File: src/rtl/stack_if.sv
// stack_if: push/pop handshake and status bundle for the operand stack.
// STACK_ERR_EN adds the sticky err_ovf/err_unf flags.
interface stack_if #(
    parameter int WIDTH = 64
);
    logic push;
    logic pop;
    logic [WIDTH-1:0] push_data;
    logic [WIDTH-1:0] pop_data;
    logic isEmpty;
    logic isFull;
`ifdef STACK_ERR_EN
    logic err_ovf;
    logic err_unf;
    modport master(output push, pop, push_data, input pop_data, isEmpty, isFull, err_ovf, err_unf);
    modport slave(input push, pop, push_data, output pop_data, isEmpty, isFull, err_ovf, err_unf);
`else
    modport master(output push, pop, push_data, input pop_data, isEmpty, isFull);
    modport slave(input push, pop, push_data, output pop_data, isEmpty, isFull);
`endif
endinterface

File: src/rtl/stack.sv
// stack: LIFO operand stack with registered pop result and empty/full flags.
// STACK_ERR_EN adds sticky overflow/underflow flags; rst_n is active-high despite its name.
module stack #(
    parameter int WIDTH = 64,
    parameter int DEPTH = 16,
    localparam int PTR_W = $clog2(DEPTH) + 1
) (
    input logic clk,
    input logic rst_n,
    stack_if.slave bus
);
    logic [WIDTH-1:0] mem [DEPTH];
    logic [PTR_W-1:0] count;
    logic [PTR_W-2:0] tidx;
    logic [PTR_W-2:0] widx;
    logic do_push;
    logic do_pop;
    // A full stack's low count bits are zero, so tidx still wraps to DEPTH-1
    always_comb begin
        tidx = count[PTR_W-2:0] - (PTR_W-1)'(1);
        do_pop = bus.pop && count != '0;
        do_push = bus.push && (count != PTR_W'(DEPTH) || do_pop);
        widx = do_pop ? tidx : count[PTR_W-2:0];
    end
    always_ff @(posedge clk)
        if (do_push) mem[widx] <= bus.push_data;
    always_ff @(posedge clk or posedge rst_n)
        if (rst_n) begin
            count <= '0;
            bus.pop_data <= '0;
        end else begin
            count <= count + PTR_W'(do_push) - PTR_W'(do_pop);
            if (do_pop) bus.pop_data <= mem[tidx];
        end
    assign bus.isEmpty = count == '0;
    assign bus.isFull = count == PTR_W'(DEPTH);
`ifdef STACK_ERR_EN
    always_ff @(posedge clk or posedge rst_n)
        if (rst_n) begin
            bus.err_ovf <= 1'b0;
            bus.err_unf <= 1'b0;
        end else begin
            if (bus.push && !bus.pop && count == PTR_W'(DEPTH)) bus.err_ovf <= 1'b1;
            if (bus.pop && count == '0) bus.err_unf <= 1'b1;
        end
`endif
endmodule

File: src/flat_wrapper.sv
// flat-port wrapper written by rule: the top's interface ports become plain ports
module stack_flat 
#(
    parameter int WIDTH = 64,
    parameter int DEPTH = 16,
    localparam int PTR_W = $clog2(DEPTH) + 1
)
  (clk, rst_n, bus_push, bus_pop, bus_push_data, bus_pop_data, bus_isEmpty, bus_isFull);
  stack_if #(.WIDTH(WIDTH)) bus_i ();
  input logic clk;
  input logic rst_n;
  input wire logic [$bits(bus_i.push)-1:0] bus_push;
  input wire logic [$bits(bus_i.pop)-1:0] bus_pop;
  input wire logic [$bits(bus_i.push_data)-1:0] bus_push_data;
  output wire logic [$bits(bus_i.pop_data)-1:0] bus_pop_data;
  output wire logic [$bits(bus_i.isEmpty)-1:0] bus_isEmpty;
  output wire logic [$bits(bus_i.isFull)-1:0] bus_isFull;
  assign bus_i.push = bus_push;
  assign bus_i.pop = bus_pop;
  assign bus_i.push_data = bus_push_data;
  assign bus_pop_data = bus_i.pop_data;
  assign bus_isEmpty = bus_i.isEmpty;
  assign bus_isFull = bus_i.isFull;
  stack #(.WIDTH(WIDTH), .DEPTH(DEPTH)) u_core (.clk(clk), .rst_n(rst_n), .bus(bus_i));
endmodule
File: config.mk
export PLATFORM = sky130hd
export DESIGN_NAME = stack_flat
export DESIGN_NICKNAME = d
export VERILOG_FILES = /design/src/rtl/stack_if.sv /design/src/rtl/stack.sv /design/src/flat_wrapper.sv
export SDC_FILE = /design/constraint.sdc
export NUM_CORES = 1
export LEC_CHECK = 0
export BUFFER_PORTS_ARGS = -buffer_cell sky130_fd_sc_hd__buf_4
export CAP_MARGIN = 10
export CORE_UTILIZATION = 54
export DETAILED_ROUTE_END_ITERATION = 8
export GPL_TIMING_DRIVEN = 1
export PLACE_DENSITY = 0.68
export SETUP_SLACK_MARGIN = 0.15
export SYNTH_ARGS = -nofsm -noshare
export SYNTH_HDL_FRONTEND = slang
export SYNTH_SLANG_ARGS = --single-unit
File: constraint.sdc
create_clock -name clk -period 6.43 [get_ports clk]
set_input_delay 0 -clock clk [delete_from_list [all_inputs] [get_ports clk]]
set_output_delay 0 -clock clk [all_outputs]
set_load 0.1 [all_outputs]
After elaboration in Yosys (flattened, before gate mapping)
Memory sizes are Yosys's and may differ from the RTL's. A register that Yosys moved wholly into a read port is not among the register bits. Cells that the tools add are included.

Flip-flop bits (word level): 5. Memory bits (writable): 1024. Output and inout bits: 66. Memories: 1.

Add/sub/neg operators: 3. Eq/ne operators: 2. Mux-type cells: 3. Reductions and logical operators: 5.

Memory list: u_core.mem (words 16, bits a word 64, read ports 1, clocked after memory_dff 1, wr ports 1, RTL line stack.sv:12) `logic [WIDTH-1:0] mem [DEPTH];`.

Operators with widths (number): adder 5 x 1 -> 5 bit (1); equality test 5 bit, second input constant (1); zero test 5 bit (1); != test 5 bit, second input constant (1); nonzero test 5 bit (1); subtractor 5 x 1 -> 5 bit (1); 2-to-1 mux 4 bit (1); subtractor 4 x 1 -> 4 bit, second input constant (1); logical AND 1 bit (2); 2-to-1 mux 1 bit (2); logical OR 1 bit (1).

Longest topological paths before layout
Gate-level depths: netlist of run 1.

Depth after elaboration: 6. Depth in mapped cells: 17. Gate-level depth less buffers: 13.

Worst setup path before layout of run 1
OpenSTA, ideal clock, no wires.

Path kind: reg2reg. Start point: register u_core.count[0]. End point: memory u_core.mem[7][0] (enable). Library setup time: 0.486 ns. Arrival time: 5.334 ns. Data required time: 5.944 ns. Path slack: 0.610 ns. Stages on the path, launching flop included: 13. Buffers on the path: 7. Cells stage by stage: dfrtp_1 -> buf_2 -> buf_6 -> buf_4 -> buf_4 -> inv_1 -> ha_1 -> buf_2 -> buf_2 -> buf_1 -> mux2_2 -> or3_1 -> nor2_1.

Longest elaborated chain between the ends: 6. Elaborated cells on any way between the ends: 9. Those cells by class: 1 x add/sub; 1 x eq/ne; 3 x mux; 4 x reduce/logical.

Ends and longest elaborated chain: start: declaration (RTL line stack.sv:13) `logic [PTR_W-1:0] count;`; start signal: assignment (RTL line stack.sv:32) `count <= count + PTR_W'(do_push) - PTR_W'(do_pop);`; nonzero test 5 bit (RTL line stack.sv:21) `do_pop = bus.pop && count != '0;`; logical AND 1 bit (RTL line stack.sv:21); logical OR 1 bit (RTL line stack.sv:22) `do_push = bus.push && (count != PTR_W'(DEPTH) || do_pop);`; logical AND 1 bit (RTL line stack.sv:22); 2-to-1 mux 1 bit (RTL line stack.sv:26) `if (do_push) mem[widx] <= bus.push_data;`; 2-to-1 mux 1 bit (not written as such) (RTL line stack.sv:26); end: declaration (RTL line stack.sv:12).

Several ways; a longest one is shown, not always the timed one.

Worst setup path after layout of run 1
Start point: register u_core.count[0]. End point: memory u_core.mem[8][12] (enable).

The elaborated chain is that of the path after synthesis.

==> metrics list, run 1 <==
* Status: finished, violations left
- Violated checks: DRC
- In this run the standard cell core region covers 75800 um^2.
- Drt total wl: 86.7 mm
- The first global-routing pass estimated 129 mm of wire.
- Portion of synthesized cell area occupied by the leading cell type: 0.743
- The count of buffers added on input and output ports is 133.
- Power spread over the standard cell area amounts to 512 nW/um^2.
* Mapped Avg Cell Area: 23.3 um^2
- The area growth from synthesis to layout is 15.6%.
- Counting distinct cell types in the post-synthesis netlist gives 31.
- Top-Level Pins: 134
* Mapped cell area: 41400 um^2
* Largest incremental delay on the critical path: 0.91 ns
- Slew of the pin with the lowest slew margin: 1.20 ns
- Across the routed clock network, the largest skew measured is 0.0281 ns.
- Die height: 279 um
* Cell breakdown of the critical path: inv_1, ha_4, nand3b_1, nand2_4, buf_4, a32oi_1, o22a_1, nor2_4, buf_4
- Number of register bits inferred by synthesis: 1093
- Top cells by area, synth: sky130_fd_sc_hd__edfxtp_1, sky130_fd_sc_hd__mux4_2, sky130_fd_sc_hd__dfrtp_1
* Worst-path fanout max: 67
- Net count of the mapped netlist: 1852
- RSZ-0062 raised after global routing: no
- Number of DRC markers after the initial detailed-route iteration: 1927
* Number of warnings printed during yosys synthesis: 0
- The initial utilization of the core area, before any placement, comes to 0.546.
- In this run the worst hold path is classified as primary input to flop.
* Number of global-route vias before repair: 20300
* CTS Root Cell: sky130_fd_sc_hd__clkbuf_16
- HPWL after detailed placement: 44.0 mm
- Crit path required time: 6.73 ns
- The biggest area contributor in the post-synthesis netlist is sky130_fd_sc_hd__edfxtp_1.
- P_leak: 15.7 nW
- Via density: 6.14
* Fraction of layout instances using a drive strength above 1: 0.316
- The final route contains 19000 vias.
- The worst setup path is captured at a flop.
- Post-synthesis cell count: 1773
* Area enclosed by the die boundary: 77700 um^2
- Overall fraction of global-route tracks in use: 0.228
- The finished layout holds 3101 standard cells, fillers aside.
- Last weighted congestion value of the routability-driven placer: 0.759
* Family with the most delay on the worst path: buffers and inverters
- After global routing the overflow that remains totals 0.
- Async set-reset flop share out of synthesis: 0.0631
- Antenna-violating nets left: 0
* Nets: 2112
- Crit Path Class: flop to flop
- Most frequent cell on the critical path: sky130_fd_sc_hd__buf_4
- With fillers left out, the area of the finished cells amounts to 47800 um^2.
- In this run the number of H-tree levels came out at 3.
- Maximum capacitance violations: 0
- Startpoint Class: flop
- Together, buffers and inverters on the worst path number 3.
- The largest individual stage delay along the critical path comes from the cell sky130_fd_sc_hd__buf_4.
- Final hold viol count: 0
- Of the synthesized area, sequential elements account for 0.785.
- The first detailed-routing pass ran for 8 iterations.
- Post-route clock period utilization: 0.763
- Upper clock frequency limit: 204 MHz
- The number of antenna diodes in the final layout is 0.
* Skew-Pair Late Insertion Delay: 0.67 ns
- The number of slew-limit violations in the final report came to 0.
- After clock tree synthesis, the setup repair step added 0 buffers.
* Number of rows created at floorplan: 101
- Counting flops with a built-in enable in the synthesized netlist gives 1024.
- The clock net in this run drives a total of 1093 sinks.
- The layout has 5041 filler cells.
- Largest net degree at the start of global routing: 132
- CTS tree: done
- Clock-pin slew was measured on the worst setup and hold paths at 0.06 ns.
- VDD IR-drop max: 0.543 mV
- Counting tap cells, the placed design contains a total of 2834 instances.
- Once placement finished, the instance area stood at 43800 um^2.
- Fin Setup TNS: 0 ns
- Headroom to the max-slew limit: 0.198
- From left edge to right edge, the die measures 279 um.
* Total DRC errors in the routed layout: 2
* Number of buffers on the longest clock path: 3
* Dominant synthesized flop cell: sky130_fd_sc_hd__edfxtp_1
- Num CTS Buffers: 107
- Dividing the detail-routed wire length by the instance count gives 28.0 um.
* Final core utilization: 0.631
- The initial antenna violation count was 6.
- Fin crit period: 4.91 ns
- At the worst endpoint, the arrival time is 5.20 ns.
- Number of setup violations in the final report: 0
[flip-flops by register name, indices dropped and copies added, names as in the netlist]
register	cells
u_core.bus.pop_data	64
u_core.count	5
u_core.mem	1024
[where the power goes]
group | total [mW] | switching, mW | internal [mW]
combinational | 9.20 | 5.46 | 3.74
sequential | 9.29 | 0.440 | 8.85
clock | 6.01 | 2.54 | 3.47
[logic make-up (layout without fill, tap and decap cells)]
group	after synthesis	count (layout)	share of synthesized area
AOI/OAI and AO/OA	138	138	0.0210
buffers and inverters	105	455	0.0132
xor gates and xnor gates	6	6	0.00127
and+or+nand+nor	35	35	0.00366
adders and majority gates	11	11	0.00351
DFF	1093	1093	0.785
muxes	385	385	0.173
[synthesized netlist by cell type (all sizes together), types with 2 or more instances]
master,instances
a21oi,3
a22oi,65
buf,70
clkbuf,23
dfrtp,69
edfxtp,1024
ha,10
inv,12
mux2,65
mux2i,64
mux4,256
nand2,4
nand3,4
nor2,21
nor2b,2
o21ai,65
or3,2
xnor2,4
xor2,2
[placed cells by master, fill, tap and decap left out, types with 9 or more instances in the layout]
master and instances:
sky130_fd_sc_hd__clkinv_2 18, sky130_fd_sc_hd__inv_1 11, sky130_fd_sc_hd__clkinv_1 12, sky130_fd_sc_hd__clkbuf_1 37
sky130_fd_sc_hd__ha_1 9, sky130_fd_sc_hd__mux4_2 256, sky130_fd_sc_hd__buf_12 12, sky130_fd_sc_hd__edfxtp_1 1024
sky130_fd_sc_hd__dfrtp_1 68, sky130_fd_sc_hd__buf_4 164, sky130_fd_sc_hd__mux2_2 65, sky130_fd_sc_hd__nor2_4 17
sky130_fd_sc_hd__mux2i_1 64, sky130_fd_sc_hd__clkbuf_16 109, sky130_fd_sc_hd__a22oi_1 65, sky130_fd_sc_hd__clkbuf_8 9
sky130_fd_sc_hd__dlygate4sd3_1 68, sky130_fd_sc_hd__o21ai_1 62
[cell type report]
cell class,instances,area [um^2],area share
clock buffer,155,2990,0.0625
clock inverter,44,399,0.00835
inverter,12,47.5,0.000994
multi-input combinational,575,8530,0.178
sequential,1093,32500,0.679
tap,978,1220,0.0256
timing repair buffer,244,2150,0.0450
[stage by stage]
step                      hold WS (ns)  setup slack [ns]  power [mW]
after detailed placement        0.0319              1.57        18.7
final                            0.154              1.52        24.5
after CTS                        0.101              1.55        24.7
after floorplan                 0.0989             0.610        16.3
after global placement          0.0213              1.76        18.6
after global routing             0.174              1.30        25.5
[metal layers]
| metal | global-route usage | wire [um] | vias to the layer above |
|---|---|---|---|
| li1 | - | - | 8041 |
| met1 | 0.328 | 37100 | 10200 |
| met2 | 0.365 | 42900 | 630 |
| met3 | 0.0382 | 5140 | 110 |
| met4 | 0.0626 | 1460 | 12 |
| met5 | 0 | 75 | - |
[path summary, 6_finish.rpt]
path	slack (ns)	to	cells past startpoint	startpoint
setup / recovery	1.52	u_core.mem[8][12]	9	u_core.count[0]
hold / removal	0.15	u_core.count[1]	6	bus_pop
setup reg to reg	1.52	u_core.mem[8][12]	9	u_core.count[0]
hold reg to reg	0.54	u_core.bus.pop_data[13]	2	u_core.bus.pop_data[13]
max in group asynchronous	4.63	u_core.count[0]	5	rst_n
min in group asynchronous	0.48	u_core.bus.pop_data[8]	4	rst_n
[tightest hold or removal path, delay by kind of cell]
kind          cells  cell delay [ns]
simple gates      1             0.07
buf+inv           3             0.33
fa+ha+maj         2             0.39
[what timing repair did]
item | in CTS | in global routing
hold buffers | 68 | 0
resized for setup | 0 | 0
hold endpoints to repair | 1048 | 0
(Power assumes the default switching activity.)
==> run 2, diff against run 1 <==
--- a/config.mk
+++ b/config.mk
@@ -10,7 +10,7 @@
 export CORE_UTILIZATION = 54
 export DETAILED_ROUTE_END_ITERATION = 8
 export GPL_TIMING_DRIVEN = 1
-export PLACE_DENSITY = 0.68
+export PLACE_DENSITY = 0.71
 export SETUP_SLACK_MARGIN = 0.15
 export SYNTH_ARGS = -nofsm -noshare
 export SYNTH_HDL_FRONTEND = slang
==> constraint.sdc (replaced) <==
create_clock -name clk -period 4.04 [get_ports clk]
set_input_delay 0 -clock clk [delete_from_list [all_inputs] [get_ports clk]]
set_output_delay 0 -clock clk [all_outputs]
set_load 0.1 [all_outputs]
==> metrics list, run 2 (synthesis gave the netlist of run 1 again) <==
* Data arrival at the endpoint of the critical path: 3.79 ns (was 5.20 ns)
- Startpoint Class: flop (unchanged)
- RSZ-0062 raised after global routing: no (unchanged)
- Antenna violations before repair: 4 (was 6)
- The sum of overflow across all layers after global routing came to 0 (unchanged).
* Number of DRC markers after the initial detailed-route iteration: 1674 (was 1927)
* Slew of the pin with the lowest slew margin: 1.17 ns (was 1.20 ns)
- Total via count in the routed design: 18900 (was 19000)
* VDD IR-drop max: 1.21 mV (was 0.543 mV)
- The width of the die is 279 um (unchanged).
- The flip-flop count of the largest register, all copies and words added is 1024 (unchanged).
- Status: finished clean (was finished, violations left).
* Total DRC errors in the routed layout: 0 (was 2)
- The power per standard cell area is 813 nW/um^2 (was 512 nW/um^2).
- The die height came to 279 um (unchanged).
- The number of core rows is 101 (unchanged).
* Number of setup violations in the final report: 0 (unchanged)
* Final hold viol count: 0 (unchanged)
- CTS Root Cell: sky130_fd_sc_hd__clkbuf_16 (unchanged)
- The area of the placeable core came to 75800 um^2 (unchanged).
- The iteration count of the initial detailed-routing pass was 5 (was 8).
- The effective utilization at floorplan came to 0.546 (unchanged).
- The number of global-route vias before repair was 20200 (was 20300).
- The final clock period utilization by the worst path is 0.868 (was 0.763).
- Headroom to the max-slew limit: 0.221 (was 0.198)
* Global-route wire length before repair: 128 mm (was 129 mm)
- The number of setup buffers added after CTS is 0 (unchanged).
* Most frequent standard cell in the layout excluding fill and tap cells: sky130_fd_sc_hd__edfxtp_1 (unchanged)
- The global-route total usage across every layer was 0.223 (was 0.228).
* FILL cells: 4964 (was 5041)
- Fin Setup TNS: 0 ns (unchanged)
- Count of clock tree sinks: 1093 (unchanged)
- Cell breakdown of the critical path: inv_1, ha_1, nand3_1, o21ai_0, dlygate4sd3_1, inv_1, nand3_1, nor2_4, buf_4 (was inv_1, ha_4, nand3b_1, nand2_4, buf_4, a32oi_1, o22a_1, nor2_4, buf_4)
- Final-layout worst hold slack: 0.0934 ns (was 0.154 ns)
- The largest clock skew in the final design came to 0.0209 ns (was 0.0281 ns).
- The growth of design area from synthesis to finish came to 15.4% (was 15.6%).
- Highest-count cells in the layout ignoring fill and taps: sky130_fd_sc_hd__edfxtp_1, sky130_fd_sc_hd__mux4_2, sky130_fd_sc_hd__buf_4, sky130_fd_sc_hd__clkbuf_16, sky130_fd_sc_hd__dfrtp_1 (was sky130_fd_sc_hd__edfxtp_1, sky130_fd_sc_hd__mux4_2, sky130_fd_sc_hd__buf_4, sky130_fd_sc_hd__clkbuf_16)
- The total inserted antenna cells was 0 (unchanged).
* Per-cell routed wire length: 27.4 um (was 28.0 um)
- Power, Total: 38.9 mW (was 24.5 mW)
- Endpoint type of the worst setup path: flop (unchanged)
* Register with the highest flop count: u_core.mem (unchanged)
- The worst-case reg-to-reg path depth is 9 (unchanged).
- The number of I/O port buffers was 133 (unchanged).
* CTS tree: done (unchanged)
* Slowest cell on crit path: sky130_fd_sc_hd__dlygate4sd3_1 (was sky130_fd_sc_hd__buf_4)
- The post-layout net count is 2106 (was 2112).
- The largest driver fanout on the critical path is 36 (was 67).
- Upper clock frequency limit: 285 MHz (was 204 MHz)
* Largest incremental delay on the critical path: 0.60 ns (was 0.91 ns)
- Num CTS Buffers: 104 (was 107)
- The required time of the worst setup path is 4.32 ns (was 6.73 ns).
* Crit Path Class: flop to flop (unchanged)
- Area enclosed by the die boundary: 77700 um^2 (unchanged)
- The count of pins on the block boundary was 134 (unchanged).
- Multi-input logic area: 8540 um^2 (was 8530 um^2)
* Via density: 6.12 (was 6.14)
- Skew-Pair Late Insertion Delay: 0.66 ns (was 0.67 ns)
* Fin crit period: 3.51 ns (was 4.91 ns)
- The HPWL reported at the end of detailed placement was 41.6 mm (was 44.0 mm).
- The fraction of layout cells with a size suffix above 1 was 0.315 (was 0.316).
- The remaining antenna violation count after routing came to 0 (unchanged).
* Worst hold path type: primary input to async pin (was primary input to flop)
* Maximum capacitance violations: 0 (unchanged)
- Number of buffers on the longest clock path: 3 (unchanged)
* Last weighted congestion value of the routability-driven placer: 0.742 (was 0.759)
- The leakage component of the power came to 15.6 nW (was 15.7 nW).
* Top Registers: u_core.mem x1024, u_core.bus.pop_data x64, u_core.count x5 (unchanged)
- The total wire length is 84.7 mm (was 86.7 mm).
* Reg area: 32500 um^2 (unchanged)
- The largest net degree at the start of global routing was 133 (was 132).
* H-Tree Level Count: 3 (unchanged)
- Clk slew on worst S/H paths: 0.06 ns (about the same)
- Final Max Slew Viols: 0 (unchanged)
-- run 2: cell types whose count changed in the layout (fill, tap and decap cells not counted), sizes merged --
| cell | before | now |
|---|---|---|
| bufinv | 6 | 5 |
| buf | 176 | 174 |
| clkinv | 33 | 38 |
| clkinvlp | 1 | 3 |
| dlygate4sd3 | 68 | 67 |
| clkbuf | 155 | 145 |
-- run 2: worst paths after layout --
check | startpoint | endpoint | slack, ns
max reg2reg | u_core.count[2] | u_core.mem[8][58] | 0.53
max in group asynchronous | rst_n | u_core.count[0] | 3.00
min reg2reg | u_core.bus.pop_data[62] | u_core.bus.pop_data[62] | 0.52
min in group clk | bus_push_data[63] | u_core.mem[8][63] | 0.19
max | u_core.count[2] | u_core.mem[8][58] | 0.53
min | rst_n | u_core.bus.pop_data[5] | 0.09
-- run 2: what timing repair did --
item | in CTS | in global routing
hold endpoints to repair | 1075 | 0
gates resized for setup | 0 | 0
hold buffers | 67 | 0
setup endpoints to repair | 0 | 0
-- run 2: worst max-delay path: cells and delay by family (launching register included) --
kind	cells	cell delay [ns]
AOI/OAI and AO/OA	1	0.15
and+or+nand+nor	3	0.63
adders and majority gates	1	0.28
DFF	1	0.56
buffers and inverters	4	1.47
-- run 2: per-stage QoR --
| step | util | setup slack [ns] | cells | cell area [um^2] |
|---|---|---|---|---|
| 2_1_floorplan | - | 0.169 | 1773 | 41500 |
| 3_3_place_gp | 0.578 | 0.757 | 2832 | 43800 |
| 3_5_place_dp | 0.578 | 0.642 | 2832 | 43800 |
| 4_1_cts | 0.630 | 0.555 | 3094 | 47800 |
| 5_1_grt | 0.630 | 0.348 | 3094 | 47800 |
| 6_report | 0.630 | 0.533 | 3094 | 47800 |
-- run 2: routing by layer --
layer	vias to the layer above	wire (um)	GRT usage
met1	10100	36000	0.321
met4	8	1410	0.0561
met5	-	55	0
met3	134	5230	0.0379
li1	8021	-	-
met2	628	42000	0.362
-- run 2: final cells by class --
type                    instances  area share
clock buffers                 145      0.0601
clock inverters                50     0.00893
inverters                      12    0.000995
multi-input cells             575       0.179
flip-flops and latches       1093       0.680
well taps                     978      0.0256
repair buffers                241      0.0456
-- run 2: power by group --
group          internal, mW  total [mW]  switching (mW)
clock network          5.30        9.35            4.05
registers              14.1        14.6           0.563
logic                  6.05        14.9            8.80
total                  25.4        38.9            13.4
==> run 3, diff against run 2 <==
--- a/config.mk
+++ b/config.mk
@@ -10,6 +10,7 @@
 export CORE_UTILIZATION = 54
 export DETAILED_ROUTE_END_ITERATION = 8
 export GPL_TIMING_DRIVEN = 1
+export MAX_ROUTING_LAYER = met4
 export PLACE_DENSITY = 0.71
 export SETUP_SLACK_MARGIN = 0.15
 export SYNTH_ARGS = -nofsm -noshare
==> metrics list, run 3 (synthesis gave the netlist of run 1 again) <==
- Area of the core region: 75800 um^2 (unchanged)
- Num CTS Buffers: 104 (unchanged)
- The floorplan die area came to 77700 um^2 (unchanged).
- The width of the die came to 279 um (unchanged).
* Number of buffers on the longest clock path: 3 (unchanged)
* Endpoint type of the worst setup path: flop (unchanged)
* RSZ-0062 raised after global routing: no (unchanged)
- The required time of the worst setup path is 4.32 ns (about the same).
- The classification of the worst setup path is flop to flop (unchanged).
- Power per cell area: 813 nW/um^2 (about the same)
- The worst hold path class is primary input to async pin (unchanged).
* Most frequent standard cell in the layout excluding fill and tap cells: sky130_fd_sc_hd__edfxtp_1 (unchanged)
- Highest-count cells in the layout ignoring fill and taps: sky130_fd_sc_hd__edfxtp_1, sky130_fd_sc_hd__mux4_2, sky130_fd_sc_hd__buf_4, sky130_fd_sc_hd__clkbuf_16, sky130_fd_sc_hd__dfrtp_1 (unchanged).
* Skew-Pair Late Insertion Delay: 0.67 ns (was 0.66 ns)
- The setup violation total in the final timing report came to 0 (unchanged).
- Upper clock frequency limit: 287 MHz (was 285 MHz)
- The transition time of the tightest slew-check pin was 1.16 ns (was 1.17 ns).
- The number of I/O port buffers was 133 (unchanged).
* H-Tree Level Count: 3 (unchanged)
* CTS-repair resized insts: 0 (unchanged)
- Fraction of layout instances using a drive strength above 1: 0.315 (unchanged)
* Detailed-router iteration count before antenna repair: 5 (unchanged)
- The effective utilization at floorplan is 0.546 (unchanged).
* Largest net degree at the start of global routing: 133 (unchanged)
* Pre-CTS setup slack: 0.642 ns (unchanged)
- Antenna-violating nets left: 0 (unchanged)
* Total via count in the routed design: 18900 (about the same)
- The worst vdd rail ir drop was 1.20 mV (was 1.21 mV).
* Status: finished clean (unchanged)
- The growth of design area from synthesis to finish is 15.5% (was 15.4%).
- Largest incremental delay on the critical path: 0.60 ns (about the same)
- CTS tree: done (unchanged)
- The count of pins on the block boundary came to 134 (unchanged).
- Worst reg2reg path depth: 9 (unchanged)
* Clk slew on worst S/H paths: 0.06 ns (about the same)
- Multi-input logic area: 8540 um^2 (unchanged)
- Startpoint Class: flop (unchanged)
* Die height: 279 um (unchanged)
- Fin crit period: 3.49 ns (was 3.51 ns)
- P_leak: 15.6 nW (unchanged)
* Worst setup skew after layout: 0.0204 ns (was 0.0209 ns)
* Global-route wire length before repair: 128 mm (about the same)
* Number of placed instances, taps included: 2832 (unchanged)
- The clock tree root buffer cell was sky130_fd_sc_hd__clkbuf_16 (unchanged).
- Top Registers: u_core.mem x1024, u_core.bus.pop_data x64, u_core.count x5 (unchanged).
- Cell breakdown of the critical path: inv_1, ha_1, nand3_1, o21ai_0, dlygate4sd3_1, inv_1, nand3_1, nor2_4, buf_4 (unchanged)
- The per-cell via count in the routed design came to 6.09 (was 6.12).
- Fin Setup TNS: 0 ns (unchanged)
- The post-layout net count is 2106 (unchanged).
- Data arrival at the endpoint of the critical path: 3.77 ns (was 3.79 ns)
- The sum of overflow across all layers after global routing was 0 (unchanged).
- The largest driver fanout on the critical path came to 36 (unchanged).
- The sequential standard cell area is 32500 um^2 (unchanged).
- The number of DRC violations after detailed routing was 0 (unchanged).
- Setup Fix Bufs, Post-CTS: 0 (unchanged)
- Count of clock tree sinks: 1093 (unchanged)
- The layout filler cell count is 4960 (was 4964).
- The final weighted congestion in routability-driven placement is 0.753 (was 0.742).
- The register bank with the most flops was u_core.mem (unchanged).
* Headroom to the max-slew limit: 0.228 (was 0.221)
- The average detailed-routed wire length per instance is 27.3 um (was 27.4 um).
- Max FFs per register: 1024 (unchanged)
- The number of slew-limit violations in the final report is 0 (unchanged).
- Number of rows created at floorplan: 101 (unchanged)
* Drt total wl: 84.7 mm (about the same)
- The max-capacitance violation count was 0 (unchanged).
* Overall fraction of global-route tracks in use: 0.231 (was 0.223)
- Antenna violations before repair: 4 (unchanged)
- Number of global-route vias before repair: 20200 (about the same)
- The master of the slowest instance on the critical path is sky130_fd_sc_hd__dlygate4sd3_1 (unchanged).
* Post-route clock period utilization: 0.863 (was 0.868)
* HPWL after detailed placement: 41.6 mm (unchanged)
- Number of DRC markers after the initial detailed-route iteration: 1683 (was 1674)
- The slack of the worst reg-to-reg path came to 0.55 ns (was 0.53 ns).
- The worst path setup slack after routing was 0.553 ns (was 0.533 ns).
* Final standard cell count with taps included and fillers excluded: 3098 (was 3094)
- Final hold viol count: 0 (unchanged)
run 3: cell types whose count changed in the layout (fill, tap and decap cells not counted):
cell and delta:
sky130_fd_sc_hd__diode_2 +4
run 3: layout make-up:
cell class / instances / area share
Sequential cell: 1093 / 0.680
Multi-Input combinational cell: 575 / 0.179
Clock buffer: 145 / 0.0601
Timing Repair Buffer: 241 / 0.0456
Tap cell: 978 / 0.0256
Clock inverter: 50 / 0.00893
Inverter: 12 / 0.000995
Antenna cell: 4 / 0.000210
run 3: final timing paths:
kind	from	to
hold / removal	rst_n	u_core.bus.pop_data[5]
min in group clk	bus_push_data[54]	u_core.mem[10][54]
setup reg to reg	u_core.count[2]	u_core.mem[8][59]
hold reg to reg	u_core.bus.pop_data[62]	u_core.bus.pop_data[62]
setup / recovery	u_core.count[2]	u_core.mem[8][59]
max in group asynchronous	rst_n	u_core.count[0]
run 3: repair_timing:
| action | CTS | global route |
|---|---|---|
| hold endpoints to repair | 1075 | 0 |
| endpoints found under the setup margin | 0 | 0 |
| hold buffers | 67 | 0 |
run 3: per-layer routing:
layer	vias up	routed length, um	GRT usage
met4	0	1390	0.0559
li1	8023	-	-
met3	127	5470	0.0377
met5	-	0	-
met2	660	41900	0.362
met1	10100	35900	0.322
run 3: per-stage QoR:
stage | area (um^2) | total power, mW | utilization | hold slack, ns
3_5_place_dp | 43800 | 29.8 | 0.578 | 0.269
4_1_cts | 47800 | 39.2 | 0.630 | 0.113
5_1_grt | 47800 | 40.5 | 0.630 | 0.164
2_1_floorplan | 41500 | 26.0 | - | 0.0989
6_report | 47800 | 38.8 | 0.630 | 0.0946
3_3_place_gp | 43800 | 29.6 | 0.578 | 0.257
run 3: power breakdown:
group          total [mW]  internal (mW)  switching [mW]
combinational        14.8           6.05            8.79
sequential           14.6           14.1           0.558
clock                9.37           5.30            4.07
run 3: worst max-delay path: cells and delay by family (launching register included):
kind	cells	cell delay [ns]
buffers and inverters	4	1.48
adder cells (fa/ha/maj)	1	0.27
AO/OA/AOI/OAI	1	0.15
AND/OR/NAND/NOR	3	0.62
flip-flops	1	0.55
